===== src/rtl/serializer_pkg.sv =====
// Shared definitions for the LED serial chain: FSM state codes and default geometry,
// also used by the receiving shift register and the tick generator.
package serializer_pkg;

  localparam int DEF_WIDTH    = 10;
  localparam int DEF_TICK_DIV = 125000000;

  typedef logic state_t;

  localparam state_t ST_IDLE  = 1'b0;
  localparam state_t ST_SHIFT = 1'b1;

  // Counter width for a modulus of n, never narrower than one bit.
  function automatic int cnt_width(input int n);
    return (n > 1) ? $clog2(n) : 1;
  endfunction

endpackage


===== src/rtl/serial_tick_gen.sv =====
// Bit-period timer: o_tick pulses for one cycle every TICK_DIV enabled cycles.
// No latency beyond the count itself; i_clear restarts the period and wins over i_enable.
module serial_tick_gen
  import serializer_pkg::*;
#(
  parameter int TICK_DIV = DEF_TICK_DIV
) (
  input  logic clk,
  input  logic reset,
  input  logic i_clear,
  input  logic i_enable,
  output logic o_tick
);

  localparam int            CW   = cnt_width(TICK_DIV);
  localparam logic [CW-1:0] LAST = CW'(TICK_DIV - 1);

  logic [CW-1:0] r_cnt;
  logic          w_wrap;

  assign w_wrap = (r_cnt == LAST);

  always_ff @(posedge clk or posedge reset) begin
    if (reset) begin
      r_cnt <= '0;
    end else if (i_clear) begin
      r_cnt <= '0;
    end else if (i_enable) begin
      r_cnt <= w_wrap ? '0 : r_cnt + CW'(1);
    end
  end

  assign o_tick = i_enable & w_wrap;

endmodule


===== src/rtl/pattern_serializer.sv =====
// Parallel-in, serial-out source for the LED chain: one pattern bit per tick, MSB first.
// First strobe TICK_DIV cycles after load accept; loads while busy are dropped, abort wins over a strobe.
module pattern_serializer
  import serializer_pkg::*;
#(
  parameter int WIDTH    = DEF_WIDTH,
  parameter int TICK_DIV = DEF_TICK_DIV
) (
  input  logic             clk,
  input  logic             reset,
  input  logic             i_load,
  input  logic [WIDTH-1:0] i_pattern,
  input  logic             i_abort,
  output logic             o_serial,
  output logic             o_bit_valid,
  output logic             o_busy,
  output logic             o_done
);

  localparam int            BW       = cnt_width(WIDTH);
  localparam logic [BW-1:0] LAST_BIT = BW'(WIDTH - 1);

  state_t           r_state;
  state_t           w_next;
  logic [WIDTH-1:0] r_shreg;
  logic [BW-1:0]    r_bit_cnt;
  logic             r_done;

  logic w_accept;
  logic w_abort;
  logic w_enable;
  logic w_clear;
  logic w_tick;
  logic w_strobe;
  logic w_last;

  serial_tick_gen #(
    .TICK_DIV (TICK_DIV)
  ) u_tick_gen (
    .clk      (clk),
    .reset    (reset),
    .i_clear  (w_clear),
    .i_enable (w_enable),
    .o_tick   (w_tick)
  );

  always_ff @(posedge clk or posedge reset) begin
    if (reset) begin
      r_state <= ST_IDLE;
    end else begin
      r_state <= w_next;
    end
  end

  always_comb begin
    w_next = r_state;
    case (r_state)
      ST_IDLE: begin
        if (i_load) begin
          w_next = ST_SHIFT;
        end
      end
      ST_SHIFT: begin
        if (i_abort) begin
          w_next = ST_IDLE;
        end else if (w_tick && w_last) begin
          w_next = ST_IDLE;
        end
      end
      default: w_next = ST_IDLE;
    endcase
  end

  always_comb begin
    w_accept    = 1'b0;
    w_abort     = 1'b0;
    w_enable    = 1'b0;
    o_busy      = 1'b0;
    case (r_state)
      ST_IDLE: begin
        w_accept = i_load;
      end
      ST_SHIFT: begin
        w_enable = 1'b1;
        w_abort  = i_abort;
        o_busy   = 1'b1;
      end
      default: begin
        w_accept = 1'b0;
      end
    endcase
  end

  // Abort masks the strobe of its own cycle, so a cancelled bit is never presented.
  assign w_clear     = w_accept | w_abort;
  assign w_strobe    = w_tick & ~w_abort;
  assign w_last      = (r_bit_cnt == LAST_BIT);
  assign o_bit_valid = w_strobe;

  // Zero fill means the register is empty after the final shift, which also idles o_serial low.
  always_ff @(posedge clk or posedge reset) begin
    if (reset) begin
      r_shreg   <= '0;
      r_bit_cnt <= '0;
      r_done    <= 1'b0;
    end else begin
      r_done <= 1'b0;
      if (w_accept) begin
        r_shreg   <= i_pattern;
        r_bit_cnt <= '0;
      end else if (w_abort) begin
        r_shreg   <= '0;
        r_bit_cnt <= '0;
      end else if (w_strobe) begin
        r_shreg <= {r_shreg[WIDTH-2:0], 1'b0};
        if (w_last) begin
          r_bit_cnt <= '0;
          r_done    <= 1'b1;
        end else begin
          r_bit_cnt <= r_bit_cnt + BW'(1);
        end
      end
    end
  end

  assign o_serial = r_shreg[WIDTH-1];
  assign o_done   = r_done;

endmodule


===== config.mk =====
export PLATFORM = sky130hd
export DESIGN_NAME = pattern_serializer
export DESIGN_NICKNAME = d
export VERILOG_FILES = /design/src/rtl/serializer_pkg.sv /design/src/rtl/serial_tick_gen.sv /design/src/rtl/pattern_serializer.sv
export SDC_FILE = /design/constraint.sdc
export NUM_CORES = 1
export LEC_CHECK = 0
export CORE_ASPECT_RATIO = 0.6
export CORE_MARGIN = 5
export CORE_UTILIZATION = 55
export CTS_BUF_LIST = sky130_fd_sc_hd__clkbuf_16
export DETAILED_ROUTE_END_ITERATION = 10
export GPL_ROUTABILITY_DRIVEN = 0
export PLACE_DENSITY = 0.83
export RECOVER_POWER = 50
export SYNTH_ARGS = -nofsm -noshare
export SYNTH_HDL_FRONTEND = slang
export SYNTH_SLANG_ARGS = --single-unit

===== constraint.sdc =====
create_clock -name clk -period 2.64 [get_ports clk]
set_input_delay 0.528 -clock clk [delete_from_list [all_inputs] [get_ports clk]]
set_output_delay 0.528 -clock clk [all_outputs]
set_load 0.05 [all_outputs]

# Yosys cells after proc, flatten, opt, wreduce, memory -nomap -nowiden
# Cells that the tools add are included.
# word_totals
ff_bits	43
wordCells	38
out_inout_bits	4
# op_classes
n_eq_ne	2
n_bitwise	5
n_addsub	2
reduce_logical	3
n_mux	21
# op_table
cell	n
$mux W27	3
$mux W10	3
$add A27 B1 Y27 const B	1
$eq A27 B27 Y1 const B	1
$mux W4	4
$mux W1	10
$add A4 B1 Y4 const B	1
$eq A4 B4 Y1 const B	1
$reduce_bool A3 Y1	1
$and A1 B1 Y1	2
$not A1 Y1	2
$pmux W1 S2	1
$reduce_bool A2 Y1	1
$logic_and A1 B1 Y1	1
$or A1 B1 Y1	1

# Logic depth before layout (Yosys ltp)
# logic_depth
word_depth	6
ltp_mapped	8
depth_no_buf	6

# Modules after synthesis
# Synthesis repeated with hierarchy kept, for this count alone.
# hier_totals
hier_cells	240
hier_area_um2	2326.0
# by_module_without_submodules
mod	cells_each	seq_area_each_um2	n_inst	area_per_inst_um2
serial_tick_gen	162	675.6	1	1531.5
pattern_serializer	78	400.4	1	794.5

# Worst setup path after synthesis
# Ideal clock, no wire load.
# synth_timing
path_kind	register to output
from	register r_state
to	output port o_bit_valid
path_buffers	1
required_time_ns	2.112
stages_incl_launch_ff	6
slack_ns	0.031
arrival_ns	2.081
cell_sequence	dfrtp_1 -> buf_2 -> inv_2 -> nor4_1 -> nand2_1 -> nor2_1
# synth_via
elab_chain_cells	3
elab_cells_between_ends	5
cone_classes	mux: 2; bitwise: 3
# synth_rtl
item	line_no	source
start, declared	pattern_serializer.sv:23	state_t r_state;
start signal, assigned	pattern_serializer.sv:51	r_state <= w_next;
$mux W1	pattern_serializer.sv:79	case (r_state)
$and A1 B1 Y1 / $not A1 Y1 (equally long branches)	serial_tick_gen.sv:33, pattern_serializer.sv:96	
$and A1 B1 Y1 (*)	pattern_serializer.sv:96	assign w_strobe = w_tick & ~w_abort;
end, declared	pattern_serializer.sv:15	output logic o_bit_valid,
# Every way passes the cells marked *; elsewhere a longest branch is shown, timed or not.

# Worst setup path in the final report
# layout_timing
from	register u_tick_gen.r_cnt[7]
to	output port o_bit_valid
# layout_via
elab_chain_cells	3
# layout_rtl
item	line_no	source
start, declared	serial_tick_gen.sv:18	logic [CW-1:0] r_cnt;
start signal, assigned	serial_tick_gen.sv:29	r_cnt <= w_wrap ? '0 : r_cnt + CW'(1);
$eq A27 B27 Y1	serial_tick_gen.sv:21	assign w_wrap = (r_cnt == LAST);
$and A1 B1 Y1	serial_tick_gen.sv:33	assign o_tick = i_enable & w_wrap;
$and A1 B1 Y1	pattern_serializer.sv:96	
# Every way passes these cells.

==> flow_results.org <==
** Floorplanning
- Top-level port count :: 18
- Floorplan row count :: 18
- Area of the core :: around 4000 sq um
- The floorplan step set the die height to 60.23 um.
- Effective utilization at floorplan :: ~57%
- The floorplan step set the die width to between 90 and 100 um.
- The die covers around 5600 sq um.

** Layout
- Synth-to-Final Area Change :: 18.89%
- Ratio of cells with drive above 1 in the final layout :: between 10 and 15%
- Final Core Density :: between 60 and 70%
- Nets :: 270
- Final non-filler cell area :: 2749 sq um
- Antenna fix cells :: 0
- The finished layout holds 314 standard cells, fillers aside.

** Job
- Across the run, the number of max-cap violations was 0.

** Hold path
- The worst hold path belongs to the class reg -> reg.

** Synth
- The most used flip-flop cell after synthesis is sky130_fd_sc_hd__dfrtp_1.
- The synthesized design devotes to its leading area cell type a little under half of total area.
- For this run, the register share of the synthesized area comes to 46.54%.
- Compound-cell area share of the yosys netlist :: 18.02%
- Register bit total from synthesis :: 43
- For this run, the number of Yosys warnings is 0.
- Number of synthesized flops with an enable pin :: 0
- Area contributors post-synth :: sky130_fd_sc_hd__dfrtp_1, sky130_fd_sc_hd__a21oi_1, sky130_fd_sc_hd__a22o_1
- Summing the areas of all and, or, nand and nor instances in the mapped netlist gives a little over a fifth of the synthesized area.
- Cells after Synth :: 230
- sky130_fd_sc_hd__dfrtp_1 takes more of the synthesized area than any other cell.
- Post-synthesis share of cell area spent on xor and xnor gates :: ~3.4%
- Syn nets :: 247
- Yosys mapped the design onto 48 distinct sky130hd cell types.
- Fraction of registers with async set or reset after synthesis :: 100.0%
- After synthesis the cells add up to about 2300 sq um.
- Multiplexer area fraction after synthesis :: under 10%
- After synthesis, the largest family of logic cells by area is simple AND/OR/NAND/NOR gates.
- After synthesis, the mean cell area works out to between 10 and 15 sq um.
- Summing the areas of all fa, ha and maj instances in the mapped netlist gives under 10% of the synthesized area.

** Power
- IR analysis of the VDD net gives a maximum drop of slightly above 500 uV.
- Portion of total power attributed to combinational logic :: approximately 17%
- Cell internal power was estimated by the tool at ~1.2 mW.
- Summed over all nets, the switching power comes to about 440 uW.
- Reg power frac :: between 40% and 50%
- In this run the power density over the cells is slightly below 600 nW/um^2.
- The clock network burns a little over a third of the power.
- Leakage component of the power :: 1.085 nW
- Switching part of the total :: around 27%
- After layout, the design draws a total of around 1.6 mW.

** Timing
- Setup violations remaining at the end of the flow were counted as 0.
- Setup repair after global routing left no endpoint under its margin.
- After layout, the worst setup slack is between 100 and 150 ps.
- Summed over all failing endpoints, the final setup total negative slack is 0 ps.
- The final critical path takes up 95.69% of the cycle.
- Clock skew on the completed layout was measured at around 7.5 ps.
- Max Slew Vio Count :: 0
- The clock period could shrink to between 2000 and 3000 ps.
- The number of endpoints with negative hold slack in the final report came to 0.
- Hold slack final :: ~500 ps
- Based on the critical path, the design can be clocked at up to approximately 0.40 GHz.
- Measured against its own limit, the worst slew margin works out to 30.08%.
- For the pin with the worst max-slew slack, the measured transition is around 1000 ps.

** Worst setup path
- The worst setup path is of the reg -> out kind.
- Endpoint class of the critical path :: primary output
- In this design, the stage delay of the slowest critical-path cell is between 400 and 500 ps.
- CP Launch Type :: register
- In this run the worst path has a maximum fanout of 5.
- Crit path required time :: between 2000 and 2500 ps
- Ordered list of cells on the worst path :: nor4b_2 > and4_1 > nand2_1 > nor2_2 > buf_12
- The cell family contributing the most delay on the critical path is simple AND/OR/NAND/NOR gates.
- Data on the critical path arrives at its endpoint at roughly 2000 ps.
- On the critical path, the stage with the largest delay is an instance of sky130_fd_sc_hd__dfrtp_1.
- Count of buffer and inverter cells on the critical path :: 1

** Route
- Average detailed-routed wire length per instance :: about 17 um
- 1st-iter DRT viols :: roughly 160
- DRT Pass-1 Iters :: 5
- The final route contains 1961 vias.
- The routed design has 5.451 mm of wire.
- Using the TritonRoute via totals, the vias-per-cell ratio works out to ~6.2.
- Antenna viol nets, final :: 0
- # DRC :: 0

** Clocking
- Post-CTS timing repair inserted 0 buffers for setup.
- TritonCTS built the clock tree.
- The cell sitting at the root of the clock tree is a sky130_fd_sc_hd__clkbuf_16.
- H-tree depth :: 2
- Clock-pin slew was measured on the worst setup and hold paths at ~60 ps.
- Maximum buffer depth of the clock tree :: 2
- For the worst-skew pair, the clock arrives at the later sink with an insertion delay of roughly 290 ps.
- For this design, the sink count on the clock tree is 43.
- Buffers inserted during clock tree synthesis total 5.

** Global routing
- Overflow left after global routing :: 0
- Overall global routing resource usage :: between 20% and 30%
- The number of global-route vias before repair came to 1945.
- The initial antenna violation count is 0.
- Pin count of the biggest net entering global routing :: 44
- Global-route wire length before repair :: around 9.3 mm

** Place
- During placement, the flow inserted port buffers numbering 17.
- Once detailed placement completed, the half-perimeter wirelength came to 3.674 mm.
- Dpl ws :: around 36 ps
- After detailed placement, the total cell area comes to roughly 2600 sq um.
- Total placed cells including tap cells :: roughly 310

** Run status
- Run status :: complete, no violations
==> sequential cells by signal, summed over array words and instances, names as in the netlist <==
register,count
r_bit_cnt,4
u_tick_gen.r_cnt,27
r_state,1
r_shreg,10
o_done,1
==> worst register-to-register path, cell delays in order (launching register included) <==
cell	delay, ps
sky130_fd_sc_hd__dfrtp_1	450
sky130_fd_sc_hd__ha_1	260
sky130_fd_sc_hd__nand3_2	210
sky130_fd_sc_hd__or4_1	640
sky130_fd_sc_hd__o21ai_4	390
sky130_fd_sc_hd__mux2_2	390
==> synth_stat cells, drive strengths merged, types with 2 or more instances <==
| master | n |
|---|---|
| dfrtp | 43 |
| a21oi | 20 |
| nor2 | 13 |
| inv | 12 |
| o21ai | 12 |
| or4 | 12 |
| a22o | 9 |
| mux2 | 9 |
| nand2 | 9 |
| nand3 | 9 |
| nand4 | 9 |
| o31ai | 9 |
| or3 | 9 |
| nor3 | 8 |
| xnor2 | 7 |
| buf | 6 |
| clkbuf | 4 |
| and4 | 3 |
| ha | 3 |
| nor4b | 3 |
| o22ai | 2 |
| xor2 | 2 |
==> power by group through the flow <==
stage	Sequential, mW	Combinational [mW]	Clock [mW]
after detailed placement	0.776	0.276	0
after floorplan	0.795	0.166	0
after CTS	0.768	0.278	0.594
after global routing	0.777	0.302	0.628
after global placement	0.776	0.266	0
final	0.770	0.276	0.588
==> per-layer routing <==
layer	vias up	part of all wire (%)	GRT usage (%)
li1	925	-	-
met3	11	7.4	6.918
met5	-	0	0
met4	0	1.6	5.144
met1	943	46	29.80
met2	82	45	33.30
==> cells in the final DEF (no fill, tap or decap), drive strengths merged, types with 9 or more instances in the layout <==
master,Yosys,final
clkdlybuf4s50,0,13
nand3,9,9
a22o,9,9
buf,6,9
mux2,9,9
o21ai,12,12
o31ai,9,9
nand2,9,9
dfrtp,43,43
inv,12,12
nand4,9,9
a21oi,20,20
nor2,13,13
or4,12,12
or3,9,9
==> area by class of cell <==
type	instances	area, sq um
clock buffers	5	125.1
well taps	60	75.07
repair buffers	26	245.2
clock inverters	3	11.26
flip-flops and latches	43	1076
multi-input cells	165	1171
fillers	329	1328
inverters	12	45.04
==> final timing paths <==
check	from	end	slack, ps	depth (start not counted)
min in group asynchronous	reset	u_tick_gen.r_cnt[17]	1010	3
min reg2reg	r_shreg[9]	r_shreg[9]	490	1
max reg2reg	u_tick_gen.r_cnt[0]	r_shreg[7]	180	5
max	u_tick_gen.r_cnt[7]	o_bit_valid	110	5
max in group asynchronous	reset	u_tick_gen.r_cnt[7]	990	3
min	r_shreg[9]	r_shreg[9]	490	1
==> what timing repair did <==
item	CTS	global route
gates resized for setup	1	5
hold buffers	0	0
setup endpoints to repair	1	1
==> logic make-up (layout without fill, tap and decap cells) <==
logic type / count (synthesis) / after routing
AO/OA/AOI/OAI: 61 / 61
XOR/XNOR: 9 / 9
adder cells (fa/ha/maj): 3 / 3
buffers and inverters: 22 / 46
flip-flops: 43 / 43
multiplexers: 9 / 9
AND/OR/NAND/NOR: 83 / 83
Power figures use the tool's default switching activity.
